**src/rtl/e1000_reg_pkg.sv**
```systemverilog
// e1000_reg_pkg: FSM state encodings and grant identifiers shared by the e1000 register arbiter
package e1000_reg_pkg;
  typedef enum logic [1:0] {ST_IDLE, ST_ISSUE, ST_WAIT, ST_ACK} state_e;
  localparam logic GNT_HOST = 1'b0;
  localparam logic GNT_INT  = 1'b1;
endpackage

```
**src/rtl/e1000_reg_arbiter_if.sv**
```systemverilog
// e1000_reg_arbiter_if: requester, register-file and status signals of the e1000 register arbiter
interface e1000_reg_arbiter_if #(parameter int ADDR_W = 17);
  logic              h_req_i, h_we_i, h_ack_o;
  logic [ADDR_W-1:0] h_addr_i;
  logic [3:0]        h_wbe_i;
  logic [31:0]       h_wdata_i, h_rdata_o;
  logic              i_req_i, i_we_i, i_ack_o;
  logic [ADDR_W-1:0] i_addr_i;
  logic [3:0]        i_wbe_i;
  logic [31:0]       i_wdata_i, i_rdata_o;
  logic              reg_wen_o, reg_ren_o;
  logic [ADDR_W-1:0] reg_addr_o;
  logic [3:0]        reg_wbe_o;
  logic [31:0]       reg_d_o, reg_q_i;
  logic              busy_o, gnt_o;
  modport slave (
    input  h_req_i, h_we_i, h_addr_i, h_wbe_i, h_wdata_i,
    input  i_req_i, i_we_i, i_addr_i, i_wbe_i, i_wdata_i, reg_q_i,
    output h_ack_o, h_rdata_o, i_ack_o, i_rdata_o,
    output reg_wen_o, reg_ren_o, reg_addr_o, reg_wbe_o, reg_d_o, busy_o, gnt_o
  );
  modport master (
    output h_req_i, h_we_i, h_addr_i, h_wbe_i, h_wdata_i,
    output i_req_i, i_we_i, i_addr_i, i_wbe_i, i_wdata_i, reg_q_i,
    input  h_ack_o, h_rdata_o, i_ack_o, i_rdata_o,
    input  reg_wen_o, reg_ren_o, reg_addr_o, reg_wbe_o, reg_d_o, busy_o, gnt_o
  );
endinterface

```
**src/rtl/e1000_rr_arb2.sv**
```systemverilog
// e1000_rr_arb2: two-way round-robin picker; on a tie grants the side that was not granted last
module e1000_rr_arb2
  import e1000_reg_pkg::*;
(
  input  logic       clk_i,
  input  logic       srst_n_i,
  input  logic [1:0] req_i,
  input  logic       update_i,
  output logic       gnt_o
);
  logic last_q, last_d;
  always_comb begin
    gnt_o = (req_i == 2'b01) ? GNT_HOST : (req_i == 2'b10) ? GNT_INT : ~last_q;
    last_d = update_i ? gnt_o : last_q;
  end
  always_ff @(posedge clk_i)
    last_q <= !srst_n_i ? GNT_INT : last_d;
endmodule

```
**src/rtl/e1000_reg_arbiter.sv**
```systemverilog
// e1000_reg_arbiter: shares one e1000 register-file port between host and internal requesters,
// sequencing one round-robin-granted read or write per grant with registered strobes and acks
module e1000_reg_arbiter
  import e1000_reg_pkg::*;
#(
  parameter int ADDR_W = 17,
  parameter int RD_LAT = 1
) (
  input logic                clk_i,
  input logic                srst_n_i,
  e1000_reg_arbiter_if.slave bus
);
  localparam logic [2:0] CNT_LAST = 3'(RD_LAT == 0 ? 0 : RD_LAT - 1);
  state_e            state_q, state_d;
  logic [2:0]        cnt_q, cnt_d;
  logic              we_q, we_d, gnt_q, gnt_d, busy_q, busy_d;
  logic              wen_q, wen_d, ren_q, ren_d, h_ack_q, h_ack_d, i_ack_q, i_ack_d;
  logic [ADDR_W-1:0] addr_q, addr_d;
  logic [3:0]        wbe_q, wbe_d;
  logic [31:0]       wdata_q, wdata_d, h_rdata_q, h_rdata_d, i_rdata_q, i_rdata_d;
  logic              arb_gnt, start, capture, done;

  e1000_rr_arb2 u_arb (
    .clk_i,
    .srst_n_i,
    .req_i    ({bus.i_req_i, bus.h_req_i}),
    .update_i (start),
    .gnt_o    (arb_gnt)
  );

  // capture marks the edge on which reg_q_i is valid; done marks the edge entering ACK
  always_comb begin
    start = state_q == ST_IDLE && (bus.h_req_i || bus.i_req_i);
    capture = !we_q && ((state_q == ST_ISSUE && RD_LAT == 0) || (state_q == ST_WAIT && cnt_q == CNT_LAST));
    done = capture || (state_q == ST_ISSUE && we_q);
  end

  always_comb
    state_d = start ? ST_ISSUE :
              (state_q == ST_ISSUE || state_q == ST_WAIT) ? (done ? ST_ACK : ST_WAIT) : ST_IDLE;

  always_comb begin
    we_d = start ? (arb_gnt ? bus.i_we_i : bus.h_we_i) : we_q;
    gnt_d = start ? arb_gnt : gnt_q;
    addr_d = start ? ((arb_gnt ? bus.i_addr_i : bus.h_addr_i) & ~ADDR_W'(3)) : addr_q;
    wbe_d = start ? (arb_gnt ? bus.i_wbe_i : bus.h_wbe_i) : wbe_q;
    wdata_d = start ? (arb_gnt ? bus.i_wdata_i : bus.h_wdata_i) : wdata_q;
    wen_d = start && we_d;
    ren_d = start && !we_d;
    cnt_d = state_q == ST_WAIT ? cnt_q + 3'd1 : 3'd0;
    busy_d = state_d != ST_IDLE;
    h_ack_d = done && gnt_q == GNT_HOST;
    i_ack_d = done && gnt_q == GNT_INT;
    h_rdata_d = capture && gnt_q == GNT_HOST ? bus.reg_q_i : h_rdata_q;
    i_rdata_d = capture && gnt_q == GNT_INT ? bus.reg_q_i : i_rdata_q;
  end

  always_ff @(posedge clk_i)
    if (!srst_n_i) begin
      state_q   <= ST_IDLE;
      cnt_q     <= '0;
      we_q      <= 1'b0;
      gnt_q     <= 1'b0;
      busy_q    <= 1'b0;
      wen_q     <= 1'b0;
      ren_q     <= 1'b0;
      addr_q    <= '0;
      wbe_q     <= '0;
      wdata_q   <= '0;
      h_ack_q   <= 1'b0;
      i_ack_q   <= 1'b0;
      h_rdata_q <= '0;
      i_rdata_q <= '0;
    end else begin
      state_q   <= state_d;
      cnt_q     <= cnt_d;
      we_q      <= we_d;
      gnt_q     <= gnt_d;
      busy_q    <= busy_d;
      wen_q     <= wen_d;
      ren_q     <= ren_d;
      addr_q    <= addr_d;
      wbe_q     <= wbe_d;
      wdata_q   <= wdata_d;
      h_ack_q   <= h_ack_d;
      i_ack_q   <= i_ack_d;
      h_rdata_q <= h_rdata_d;
      i_rdata_q <= i_rdata_d;
    end

  assign bus.reg_wen_o  = wen_q;
  assign bus.reg_ren_o  = ren_q;
  assign bus.reg_addr_o = addr_q;
  assign bus.reg_wbe_o  = wbe_q;
  assign bus.reg_d_o    = wdata_q;
  assign bus.h_ack_o    = h_ack_q;
  assign bus.i_ack_o    = i_ack_q;
  assign bus.h_rdata_o  = h_rdata_q;
  assign bus.i_rdata_o  = i_rdata_q;
  assign bus.busy_o     = busy_q;
  assign bus.gnt_o      = gnt_q;
endmodule

```
**src/flat_wrapper.sv**
```systemverilog
// flat-port wrapper written by rule: the top's interface ports become plain ports
module e1000_reg_arbiter_flat import e1000_reg_pkg::*;
#(
  parameter int ADDR_W = 17,
  parameter int RD_LAT = 1
)
  (clk_i, srst_n_i, bus_h_req_i, bus_h_we_i, bus_h_addr_i, bus_h_wbe_i, bus_h_wdata_i, bus_i_req_i, bus_i_we_i, bus_i_addr_i, bus_i_wbe_i, bus_i_wdata_i, bus_reg_q_i, bus_h_ack_o, bus_h_rdata_o, bus_i_ack_o, bus_i_rdata_o, bus_reg_wen_o, bus_reg_ren_o, bus_reg_addr_o, bus_reg_wbe_o, bus_reg_d_o, bus_busy_o, bus_gnt_o);
  e1000_reg_arbiter_if #(.ADDR_W(ADDR_W)) bus_i ();
  input logic clk_i;
  input logic srst_n_i;
  input wire logic [$bits(bus_i.h_req_i)-1:0] bus_h_req_i;
  input wire logic [$bits(bus_i.h_we_i)-1:0] bus_h_we_i;
  input wire logic [$bits(bus_i.h_addr_i)-1:0] bus_h_addr_i;
  input wire logic [$bits(bus_i.h_wbe_i)-1:0] bus_h_wbe_i;
  input wire logic [$bits(bus_i.h_wdata_i)-1:0] bus_h_wdata_i;
  input wire logic [$bits(bus_i.i_req_i)-1:0] bus_i_req_i;
  input wire logic [$bits(bus_i.i_we_i)-1:0] bus_i_we_i;
  input wire logic [$bits(bus_i.i_addr_i)-1:0] bus_i_addr_i;
  input wire logic [$bits(bus_i.i_wbe_i)-1:0] bus_i_wbe_i;
  input wire logic [$bits(bus_i.i_wdata_i)-1:0] bus_i_wdata_i;
  input wire logic [$bits(bus_i.reg_q_i)-1:0] bus_reg_q_i;
  output wire logic [$bits(bus_i.h_ack_o)-1:0] bus_h_ack_o;
  output wire logic [$bits(bus_i.h_rdata_o)-1:0] bus_h_rdata_o;
  output wire logic [$bits(bus_i.i_ack_o)-1:0] bus_i_ack_o;
  output wire logic [$bits(bus_i.i_rdata_o)-1:0] bus_i_rdata_o;
  output wire logic [$bits(bus_i.reg_wen_o)-1:0] bus_reg_wen_o;
  output wire logic [$bits(bus_i.reg_ren_o)-1:0] bus_reg_ren_o;
  output wire logic [$bits(bus_i.reg_addr_o)-1:0] bus_reg_addr_o;
  output wire logic [$bits(bus_i.reg_wbe_o)-1:0] bus_reg_wbe_o;
  output wire logic [$bits(bus_i.reg_d_o)-1:0] bus_reg_d_o;
  output wire logic [$bits(bus_i.busy_o)-1:0] bus_busy_o;
  output wire logic [$bits(bus_i.gnt_o)-1:0] bus_gnt_o;
  assign bus_i.h_req_i = bus_h_req_i;
  assign bus_i.h_we_i = bus_h_we_i;
  assign bus_i.h_addr_i = bus_h_addr_i;
  assign bus_i.h_wbe_i = bus_h_wbe_i;
  assign bus_i.h_wdata_i = bus_h_wdata_i;
  assign bus_i.i_req_i = bus_i_req_i;
  assign bus_i.i_we_i = bus_i_we_i;
  assign bus_i.i_addr_i = bus_i_addr_i;
  assign bus_i.i_wbe_i = bus_i_wbe_i;
  assign bus_i.i_wdata_i = bus_i_wdata_i;
  assign bus_i.reg_q_i = bus_reg_q_i;
  assign bus_h_ack_o = bus_i.h_ack_o;
  assign bus_h_rdata_o = bus_i.h_rdata_o;
  assign bus_i_ack_o = bus_i.i_ack_o;
  assign bus_i_rdata_o = bus_i.i_rdata_o;
  assign bus_reg_wen_o = bus_i.reg_wen_o;
  assign bus_reg_ren_o = bus_i.reg_ren_o;
  assign bus_reg_addr_o = bus_i.reg_addr_o;
  assign bus_reg_wbe_o = bus_i.reg_wbe_o;
  assign bus_reg_d_o = bus_i.reg_d_o;
  assign bus_busy_o = bus_i.busy_o;
  assign bus_gnt_o = bus_i.gnt_o;
  e1000_reg_arbiter #(.ADDR_W(ADDR_W), .RD_LAT(RD_LAT)) u_core (.clk_i(clk_i), .srst_n_i(srst_n_i), .bus(bus_i));
endmodule
```
**config.mk**
```make
export PLATFORM = sky130hd
export DESIGN_NAME = e1000_reg_arbiter_flat
export DESIGN_NICKNAME = d
export VERILOG_FILES = /design/src/rtl/e1000_reg_pkg.sv /design/src/rtl/e1000_reg_arbiter_if.sv /design/src/rtl/e1000_rr_arb2.sv /design/src/rtl/e1000_reg_arbiter.sv /design/src/flat_wrapper.sv
export SDC_FILE = /design/constraint.sdc
export NUM_CORES = 1
export LEC_CHECK = 0
export BUFFER_PORTS_ARGS = -buffer_cell sky130_fd_sc_hd__buf_2
export CELL_PAD_IN_SITES_DETAIL_PLACEMENT = 1
export CELL_PAD_IN_SITES_GLOBAL_PLACEMENT = 1
export CORE_ASPECT_RATIO = 2
export CORE_MARGIN = 3
export CORE_UTILIZATION = 30
export CTS_BUF_LIST = sky130_fd_sc_hd__clkbuf_2 sky130_fd_sc_hd__clkbuf_4 sky130_fd_sc_hd__clkbuf_8
export DETAILED_ROUTE_END_ITERATION = 6
export PLACE_DENSITY = 0.71
export SKIP_LAST_GASP = 1
export SLEW_MARGIN = 5
export SYNTH_ARGS = -nofsm -noshare
export SYNTH_HDL_FRONTEND = slang
export SYNTH_HIERARCHICAL = 1
export SYNTH_SLANG_ARGS = --single-unit
export TNS_END_PERCENT = 1
```
**constraint.sdc**
```tcl
create_clock -name clk_i -period 2.02 [get_ports clk_i]
set_input_delay 0.404 -clock clk_i [delete_from_list [all_inputs] [get_ports clk_i]]
set_output_delay 0.404 -clock clk_i [all_outputs]
set_load 0.02 [all_outputs]
```
After elaboration in Yosys (flattened, before gate mapping)
Cells that the tools add are included.
Storage, ports and cells
  memory bits (read-only): 0
  memory bits (writable): 0
  bits in latches: 0
  input port bits: 144
  memories: 0
  logic and storage cells: 51
  output and inout bits: 123
  register bits after elaboration: 128
Cells by class
  reductions and logical operators: 19
  $mul: 0
  equal/unequal tests: 4
  bitwise gates (word level): 2
  $add $sub $neg: 1
  muxes and demuxes: 10
  div/mod/pow operators: 0
  shifts and indexed selects: 0
  $lt $le $gt $ge: 0
Operators with widths (number)
  two-way mux 32 bit: 1
  two-way mux 17 bit: 1
  logical AND 1 bit: 10
  two-way mux 1 bit: 5
  equality test 2 x 1 -> 1 bit (second input constant): 2
  equality test 2 bit (second input constant): 2
  two-way mux 2 bit: 2
  two-way mux 4 bit: 1
  adder 3 x 1 -> 3 bit (second input constant): 1
  zero test 3 bit: 1
  logical OR 1 bit: 3
  zero test 1 bit: 2
  zero test 2 bit: 1
  inverter 1 bit: 2
  AND reduction 2 bit: 1
  nonzero test 2 bit: 1

Logic depth before layout (Yosys ltp)
Gate-level depths: netlist of the first run.
  word-level depth: 8
  mapped depth: 8
  depth with buffers taken out: 6

By module
Netlist of the first run, hierarchy kept.
Modules (own cells, without submodules)
  e1000_reg_arbiter: sequential area each 2542.4 sq um, times used 1, area an instance 5312.6 sq um, cells an instance 520
  e1000_rr_arb2: sequential area each 20.0 sq um, times used 1, area an instance 65.1 sq um, cells an instance 8

Worst setup path before layout of the first run
OpenSTA, ideal clock, no wires.
  path kind: in2reg
  from: input bus_i_req_i
  to: register u_core.wdata_q[2] (netlist: u_core/bus.reg_d_o[2])
  setup time: 116 ps
  stages on the path: 7
  path buffers: 2
  arrival time: 1581 ps
  setup slack: 323 ps
  data required time: 1904 ps
  path through: or2b_1 -> a21oi_1 -> buf_2 -> buf_2 -> mux2i_1 -> nand2_1 -> o211a_1
On the way
  longest elaborated chain between the ends: 4
  elaborated cells on any way between the ends: 7
  classes of those cells: eq/ne: 2; mux: 3; reduce/logical: 2
RTL lines
  start, declared: line flat_wrapper.sv:16  | input wire logic [$bits(bus_i.i_req_i)-1:0] bus_i_req_i;
  equality test 2 bit: line e1000_rr_arb2.sv:13  | gnt_o = (req_i == 2'b01) ? GNT_HOST : (req_i == 2'b10) ? GNT_INT : ~last_q;
  two-way mux 1 bit: line e1000_rr_arb2.sv:13
  two-way mux 1 bit (*): line e1000_rr_arb2.sv:13
  via u_core.arb_gnt: line e1000_reg_arbiter.sv:21  | logic arb_gnt, start, capture, done;
  two-way mux 32 bit (*): line e1000_reg_arbiter.sv:47  | wdata_d = start ? (arb_gnt ? bus.i_wdata_i : bus.h_wdata_i) : wdata_q;
  end signal, assigned: line e1000_reg_arbiter.sv:84  | wdata_q <= wdata_d;
  end, declared: line e1000_reg_arbiter.sv:20  | logic [31:0] wdata_q, wdata_d, h_rdata_q, h_rdata_d, i_rdata_q, i_rdata_d;
The timed path passes the listed nets; every way through them passes the cells marked *.
A chain may end at the register's enable or synchronous reset.

Worst setup path in the final report of the first run
  from: register u_core.state_q[0]
  to: register u_core.i_rdata_q[4] (netlist: u_core/bus.i_rdata_o[4])
On the way
  longest elaborated chain between the ends: 4
RTL lines
  start, declared: line e1000_reg_arbiter.sv:14  | state_e state_q, state_d;
  start signal, assigned: line e1000_reg_arbiter.sv:75  | state_q <= state_d;
  equality test 2 bit: line e1000_reg_arbiter.sv:34  | capture = !we_q && ((state_q == ST_ISSUE && RD_LAT == 0) || (state_q == ST_WAIT && cnt_q == CNT_LAST));
  logical AND 1 bit (2 in a row): line e1000_reg_arbiter.sv:34
  logical AND 1 bit: line e1000_reg_arbiter.sv:55  | i_rdata_d = capture && gnt_q == GNT_INT ? bus.reg_q_i : i_rdata_q;
  end signal, assigned: line e1000_reg_arbiter.sv:88  | i_rdata_q <= i_rdata_d;
  end, declared: line e1000_reg_arbiter.sv:20
No other way between the ends.

==> results of run 1 <==
[where the power goes]
group	switching [mW]	internal, mW
Combinational	0.819	0.597
Clock	1.04	1.29
Sequential	0.109	2.73
[through the flow]
stage,setup slack [ns],hold slack (ns),instance area [um2]
after floorplan,0.323,0.417,5380
after global placement,0.0887,0.426,6880
after detailed placement,0.0555,0.454,6880
after CTS,0.377,0.201,7300
after global routing,0.311,0.218,7300
final,0.395,0.248,7300
[cell families after synthesis]
kind of cell    Yosys count  share of synthesized area
buf+inv                  49                     0.0586
flops                   128                      0.477
mux                     117                      0.218
simple gates            168                      0.127
xor+xnor                  1                    0.00163
other cells               1                   0.000697
fa+ha+maj                 5                     0.0116
compound gates           59                      0.106
[registers in the layout (all words and copies together), names as in the netlist]
signal and count:
u_core/bus.busy_o 1, u_core/bus.gnt_o 1, u_core/bus.h_ack_o 1, u_core/bus.h_rdata_o 32, u_core/bus.i_ack_o 1, u_core/bus.i_rdata_o 32, u_core/bus.reg_addr_o 15, u_core/bus.reg_d_o 32
u_core/bus.reg_ren_o 1, u_core/bus.reg_wbe_o 4, u_core/bus.reg_wen_o 1, u_core/cnt_q 3, u_core/state_q 2, u_core/u_arb/last_q 1, u_core/we_q 1
[worst min-delay path, delay by kind of cell]
| kind | cells | cell delay, ns |
|---|---|---|
| buf+inv | 1 | 0.10 |
| simple gates | 1 | 0.06 |
| mux | 1 | 0.06 |
[cell usage after synthesis, types with 3 or more instances]
library cell and count:
ha_1 5, dlygate4sd1_1 3, nor2_1 4, inv_1 5, buf_12 3, mux2i_1 117, nand2_1 153, buf_4 5
dfxtp_1 128, clkbuf_1 10, buf_2 17, o211a_1 52
[per-layer routing]
metal,vias to the layer above,share of wire,global-route usage
li1,2295,-,-
met1,2237,0.35,0.160
met4,0,0.018,0.0605
met2,205,0.55,0.311
met3,21,0.080,0.0511
met5,-,0,0
[area by class of cell]
cell class              count  area [um2]  area share
flip-flops and latches    128        2560       0.351
inverters                   5        18.8     0.00257
multi-input cells         352        2530       0.346
clock inverters            13         161      0.0221
well taps                 210         263      0.0360
clock buffers              19         262      0.0358
repair buffers            274        1510       0.207
[worst paths after layout]
| kind | depth (start not counted) | slack [ns] | from | endpoint |
|---|---|---|---|---|
| setup / recovery | 6 | 0.39 | u_core/state_q[0] | u_core/bus.i_rdata_o[4] |
| hold reg to reg | 2 | 0.46 | u_core/bus.h_rdata_o[22] | u_core/bus.h_rdata_o[22] |
| setup reg to reg | 6 | 0.39 | u_core/state_q[0] | u_core/bus.i_rdata_o[4] |
| hold / removal | 3 | 0.25 | bus_reg_q_i[26] | u_core/bus.i_rdata_o[26] |
==> qor.txt, run 1 <==
Crit-path max cell delay = 0.32 ns
Worst vdd ir = 0.420 mV
Vias in the first global route = 5131
DRC viols = 0
Num rows = 68
Die width = 101 um
Final setup violation count = 0
Final core occ = 0.419
Area delta synth->final = 35.8%
Final min period = 1.63 ns
Fmax = 615 MHz
# Post-CTS Setup Buffers = 0
Register area share after synthesis = 0.477
Buffers on Ports = 260
CP Cell Sequence = inv_1 -> ha_1 -> nand4bb_4 -> or2_2 -> buf_12 -> mux2i_1
Leak Pwr = 4.09 nW
Initial core utilization = 0.308
GPL Wtd Cong = 0.788
Final hold vios = 0
Max-cap viol count = 0
IO Pins = 267
Yosys reg bits = 128
Vias per Instance = 4.75
Slowest stage cell on the critical path = dfxtp_1
Post-synth EDFFs = 0
TNS Setup = 0 ns
Required @ worst endpoint = 2.32 ns
Commonest cells after routing, fill and taps aside = buf_2, nand2_1, dfxtp_1, mux2i_1, o211a_1
Hold buffers post-CTS = 0
First-pass GRT wire length = 25600 um
Distinct cells, synth = 32
GRT Overall Usage = 0.164
Root buffer cell = clkbuf_8
Antenna violations before repair = 0
Clk sink count = 128
Final Total Pwr = 6.58 mW
Post-cts resize count = 0
Mapped Area = 5380 um2
Cts bufs inserted = 17
Non-filler cells in the finished layout = 1001
Routed WL = 16300 um
Clk_skew = 0.00582 ns
DP Cell Count = 969
Prevailing post-synth register cell = dfxtp_1
Power Density = 901 nW/um2
Detail Route Antenna Nets = 0
Buf/Inv on CP = 2
H-tree depth = 4
DR vias = 4758
Synth Instances = 528
Core area = 17400 um2
Commonest non-fill, non-tap cell in the layout = buf_2
Avg WL per Cell = 16.2 um
Syn avg cell area = 10.2 um2
Critical path's top delay family = simple AND/OR/NAND/NOR gates
Diodes inserted = 0
Clk slew on worst S/H paths = 0.07 ns
Critical path arrival = 1.92 ns
Crit. End Element = register
RSZ-0062 raised after global routing = no
Status = complete, no violations
Worst Path Max Fanout = 32
Hpwl dp = 12600 um
Die height = 195 um
Max Slew Vio Count = 0
Asr flop ratio synth = 0
Worst Hold Class = input pin to register
Skew-Pair Late Insertion Delay = 0.42 ns
CTS max path bufs = 2
Yosys top cell by area = dfxtp_1
Synth top area share = 0.477
Final Net Count = 927
CP Launch Type = register
Worst setup path category = register to register
Initial DRC count = 72
DR pass1 iterations = 4
Synth Warn # = 6
Ranking of synthesized cells by area = dfxtp_1, mux2i_1, nand2_1
Fillers = 2076
GR Overflow Total = 0
Period utilization = 0.805
Ratio of cells with drive above 1 in the final layout = 0.394
CTS tree = yes
Die area = 19700 um2
Largest net degree at the start of global routing = 62
(Power assumes the default switching activity.)
==> run 2, diff against run 1 <==
Clock period 2.02 ns to 1.6 ns, I/O delays scaled along.
==> qor.txt, run 2 (synthesis gave the netlist of run 1 again) <==
Power Density = 1120 nW/um2 (+24%)
Die height = 195 um (unchanged)
IO Pins = 267 (unchanged)
Fillers = 2067 (-0.43%)
RSZ-0062 raised after global routing = no
GRT Overall Usage = 0.165 (+0.00116)
DP Cell Count = 982 (+1.3%)
Area delta synth->final = 37.9%
Clk sink count = 128 (unchanged)
Clk slew on worst S/H paths = 0.07 ns (about the same)
First-pass GRT wire length = 25800 um (+0.83%)
Status = complete, no violations
Non-filler cells in the finished layout = 1014 (+1.3%)
Ratio of cells with drive above 1 in the final layout = 0.406 (+0.0115)
Crit-path max cell delay = 0.33 ns (about the same)
Core area = 17400 um2 (unchanged)
Worst vdd ir = 0.446 mV (+6.2%)
DRC viols = 0 (unchanged)
Vias per Instance = 4.73 (-0.41%)
Metal3 WL = 1290 um (-0.39%)
Die width = 101 um (unchanged)
Storage cell area = 2560 um2 (unchanged)
Final core occ = 0.425 (+0.00631)
Largest net degree at the start of global routing = 49 (-21%)
Avg WL per Cell = 16.1 um (-1.1%)
Multi-input gate area = 2540 um2 (+0.50%)
Max layer used = met4
CTS max path bufs = 2 (unchanged)
Leak Pwr = 4.15 nW (+1.5%)
GPL Wtd Cong = 0.793 (+0.69%)
CP Launch Type = register
Cts bufs inserted = 17 (unchanged)
TNS Setup = 0 ns (unchanged)
Worst Path Max Fanout = 32 (unchanged)
Worst Hold Class = input pin to register
Required @ worst endpoint = 1.90 ns (-0.42 ns)
Commonest cells after routing, fill and taps aside = buf_2, nand2_1, dfxtp_1, mux2i_1, o211a_1
Root buffer cell = clkbuf_8
DR pass1 iterations = 5 (+1)
CP Cell Sequence = inv_2 -> ha_4 -> nand4bb_4 -> or2_2 -> buf_12 -> mux2i_1
Slowest stage cell on the critical path = dfxtp_1
Routed WL = 16300 um (+0.22%)
Vias in the first global route = 5272 (+2.7%)
Fmax = 656 MHz (+6.6%)
Max-cap viol count = 0 (unchanged)
DRT met1 WL = 5620 um (-0.78%)
Final setup violation count = 0 (unchanged)
WL met2 = 8930 um (-0.73%)
GR Overflow Total = 0 (unchanged)
Final hold vios = 0 (unchanged)
Commonest non-fill, non-tap cell in the layout = buf_2
Initial core utilization = 0.308 (unchanged)
Crit. End Element = register
Hpwl dp = 12700 um (+0.33%)
Final Total Pwr = 8.30 mW (+26%)
H-tree depth = 4 (unchanged)
Worst setup path category = register to register
Final min period = 1.53 ns (-0.100 ns)
CTS tree = yes
Initial DRC count = 78 (+8.3%)
Antenna violations before repair = 1 (+1)
Die area = 19700 um2 (unchanged)
Critical path arrival = 1.83 ns (-0.09 ns)
# Post-CTS Setup Buffers = 0 (unchanged)
Clk_skew = 0.0109 ns (+0.00506 ns)
Period utilization = 0.953 (+0.149)
Buffers on Ports = 260 (unchanged)
Max Slew Vio Count = 0 (unchanged)
Skew-Pair Late Insertion Delay = 0.43 ns (about the same)
DR vias = 4800 (+0.88%)
Detail Route Antenna Nets = 0 (unchanged)
Num rows = 68 (unchanged)
Final Net Count = 940 (+1.4%)
==> run 2: area by class of cell <==
class / instances / share of cell area
clock buffers: 18 / 0.0326
diodes: 1 / 0.000338
inverters: 5 / 0.00253
well taps: 210 / 0.0354
flip-flops and latches: 128 / 0.346
clock inverters: 13 / 0.0224
repair buffers: 287 / 0.218
multi-input cells: 352 / 0.343
==> run 2: path summary, 6_finish.rpt <==
check | start | to | slack (ns) | cells past startpoint
hold / removal | bus_reg_q_i[23] | u_core/bus.i_rdata_o[23] | 0.16 | 3
setup reg to reg | u_core/state_q[0] | u_core/bus.i_rdata_o[9] | 0.07 | 6
setup / recovery | u_core/state_q[0] | u_core/bus.i_rdata_o[9] | 0.07 | 6
hold reg to reg | u_core/cnt_q[0] | u_core/cnt_q[0] | 0.45 | 1
==> run 2: worst max-delay path: cells and delay by family, from the launching register on <==
family / cells / cell delay [ns]
muxes: 1 / 0.15
adders and majority gates: 1 / 0.16
DFF: 1 / 0.33
buffers and inverters: 2 / 0.28
and+or+nand+nor: 2 / 0.45
==> run 2: stage by stage <==
step           cell area [um2]  hold slack (ns)  setup slack (ns)
2_1_floorplan             5380            0.417          -0.00491
3_3_place_gp              6990            0.428            -0.177
3_5_place_dp              6990            0.442            -0.221
4_1_cts                   7400            0.107          -0.00178
5_1_grt                   7410            0.135            0.0230
6_report                  7410            0.159            0.0750
==> run 2: where the power goes <==
group / internal, mW / switching [mW]
logic: 0.807 / 1.04
clock network: 1.55 / 1.32
registers: 3.44 / 0.132
==> run 2: per-layer routing <==
layer | vias to the layer above | track usage
li1 | 2326 | -
met1 | 2242 | 0.159
met2 | 204 | 0.313
met3 | 28 | 0.0425
met4 | 0 | 0.0780
met5 | - | 0
==> run 2: repair_timing <==
| item | CTS | global route |
|---|---|---|
| cloned | 0 | 0 |
| setup endpoints to repair | 22 | 40 |
| hold buffers | 0 | 0 |
| gates resized for setup | 1 | 2 |
==> run 3, diff against run 2 <==
Settings changed: CORE_UTILIZATION 30 to 37, PLACE_DENSITY 0.71 to 0.85.
Clock period 1.6 ns to 1.9 ns, I/O delays scaled along.
==> qor.txt, run 3 (synthesis gave the netlist of run 1 again) <==
Num rows = 61 (-10%)
Clk slew on worst S/H paths = 0.08 ns (about the same)
IO Pins = 267 (unchanged)
Max Slew Vio Count = 0 (unchanged)
Skew-Pair Late Insertion Delay = 0.42 ns (about the same)
Hold depth = 3 (unchanged)
CP Cell Sequence = inv_1 -> ha_1 -> nand4bb_4 -> or2_2 -> buf_12 -> mux2i_1
Cts bufs inserted = 17 (unchanged)
Worst vdd ir = 0.469 mV (+5.3%)
Required @ worst endpoint = 2.19 ns (+0.29 ns)
Leak Pwr = 4.11 nW (-0.83%)
CP Launch Type = register
Critical path arrival = 1.90 ns (+0.07 ns)
Post-layout instance area = 7340 um2 (-1.0%)
Max-cap viol count = 0 (unchanged)
Worst Path Max Fanout = 32 (unchanged)
Initial core utilization = 0.383 (+0.0746)
# Post-CTS Setup Buffers = 0 (unchanged)
Routed WL = 16200 um (-0.48%)
Period utilization = 0.846 (-0.107)
TNS Setup = 0 ns (unchanged)
Final Net Count = 928 (-1.3%)
Area delta synth->final = 36.4%
Initial DRC count = 69 (-12%)
RSZ-0062 raised after global routing = no
Die width = 91.2 um (-9.4%)
Buffers on Ports = 260 (unchanged)
CTS max path bufs = 2 (unchanged)
DP Area = 6870 um2 (-1.7%)
GRT Overall Usage = 0.198 (+0.0331)
Clk sink count = 128 (unchanged)
Clk_skew = 0.0148 ns (+0.00387 ns)
Final min period = 1.61 ns (+0.0829 ns)
Power Density = 992 nW/um2 (-11%)
Largest net degree at the start of global routing = 74 (+51%)
Diodes inserted = 0 (-1)
Crit. End Element = register
Commonest cells after routing, fill and taps aside = buf_2, nand2_1, dfxtp_1, mux2i_1, o211a_1
CTS tree = yes
GPL Wtd Cong = 0.761 (-4.1%)
R2r setup slk = 0.29 ns (+0.22 ns)
Hold buffers post-CTS = 0 (unchanged)
Core area = 14000 um2 (-19%)
Worst setup path category = register to register
Antenna violations before repair = 0 (-1)
R2r worst-path depth = 6 (unchanged)
Post-cts resize count = 0 (-1)
GR Overflow Total = 0 (unchanged)
Avg WL per Cell = 16.5 um (+3.0%)
Slowest stage cell on the critical path = dfxtp_1
Detail Route Antenna Nets = 0 (unchanged)
Worst Hold Class = input pin to register
DR pass1 iterations = 6 (+1)
DR vias = 4729 (-1.5%)
First-pass GRT wire length = 25700 um (-0.51%)
Final hold vios = 0 (unchanged)
Die height = 176 um (-9.6%)
Final setup violation count = 0 (unchanged)
Commonest non-fill, non-tap cell in the layout = buf_2
Fillers = 1702 (-18%)
Crit-path max cell delay = 0.32 ns (about the same)
DRC viols = 0 (unchanged)
Root buffer cell = clkbuf_8
Vias per Instance = 4.83 (+1.9%)
Hpwl dp = 12400 um (-2.0%)
Vias in the first global route = 5246 (-0.49%)
Ratio of cells with drive above 1 in the final layout = 0.394 (-0.0115)
Fmax = 622 MHz (-5.2%)
Die area = 16100 um2 (-18%)
Status = complete, no violations
H-tree depth = 4 (unchanged)
## run 3: final timing paths
path	start	to
hold reg to reg	u_core/cnt_q[0]	u_core/cnt_q[0]
hold / removal	bus_reg_q_i[21]	u_core/bus.i_rdata_o[21]
setup / recovery	u_core/state_q[0]	u_core/bus.i_rdata_o[14]
setup reg to reg	u_core/state_q[0]	u_core/bus.i_rdata_o[14]
## run 3: per-layer routing
metal / up-vias / wire [um] / global-route usage / part of all wire
met3: 16 / 1070 / 0.0482 / 0.066
met4: 0 / 228 / 0.0655 / 0.014
met1: 2222 / 5750 / 0.194 / 0.35
met5: - / 0 / 0 / 0
met2: 197 / 9150 / 0.395 / 0.56
li1: 2294 / - / - / -
## run 3: report_power, final
group	switching, mW	internal [mW]
Sequential	0.119	2.90
Clock	1.13	1.62
Combinational	0.871	0.646
## run 3: final cells by class
cell class                      instances  area [um2]  area share
Clock inverter                         12         208      0.0283
Sequential cell                       128        2560       0.349
Inverter                                5        18.8     0.00256
Clock buffer                           19         255      0.0348
Tap cell                              189         236      0.0322
Timing Repair Buffer                  275        1530       0.208
Multi-Input combinational cell        352        2530       0.344
## run 3: per-stage QoR
step | util | setup slack (ns) | cells | hold WS, ns | total power [mW]
after floorplan | - | 0.227 | 529 | 0.417 | 4.00
after global placement | 0.489 | 0.0589 | 949 | 0.425 | 4.53
after detailed placement | 0.489 | 0.0216 | 949 | 0.448 | 4.61
after CTS | 0.522 | 0.281 | 980 | 0.199 | 7.38
after global routing | 0.522 | 0.193 | 980 | 0.209 | 7.64
final | 0.522 | 0.292 | 980 | 0.224 | 7.28
## run 3: critical path: cells and delay by family, from the launching register on
family                   cells  cell delay, ns
flip-flops                   1            0.32
multiplexers                 1            0.15
adder cells (fa/ha/maj)      1            0.24
buffers and inverters        2            0.28
AND/OR/NAND/NOR              2            0.47
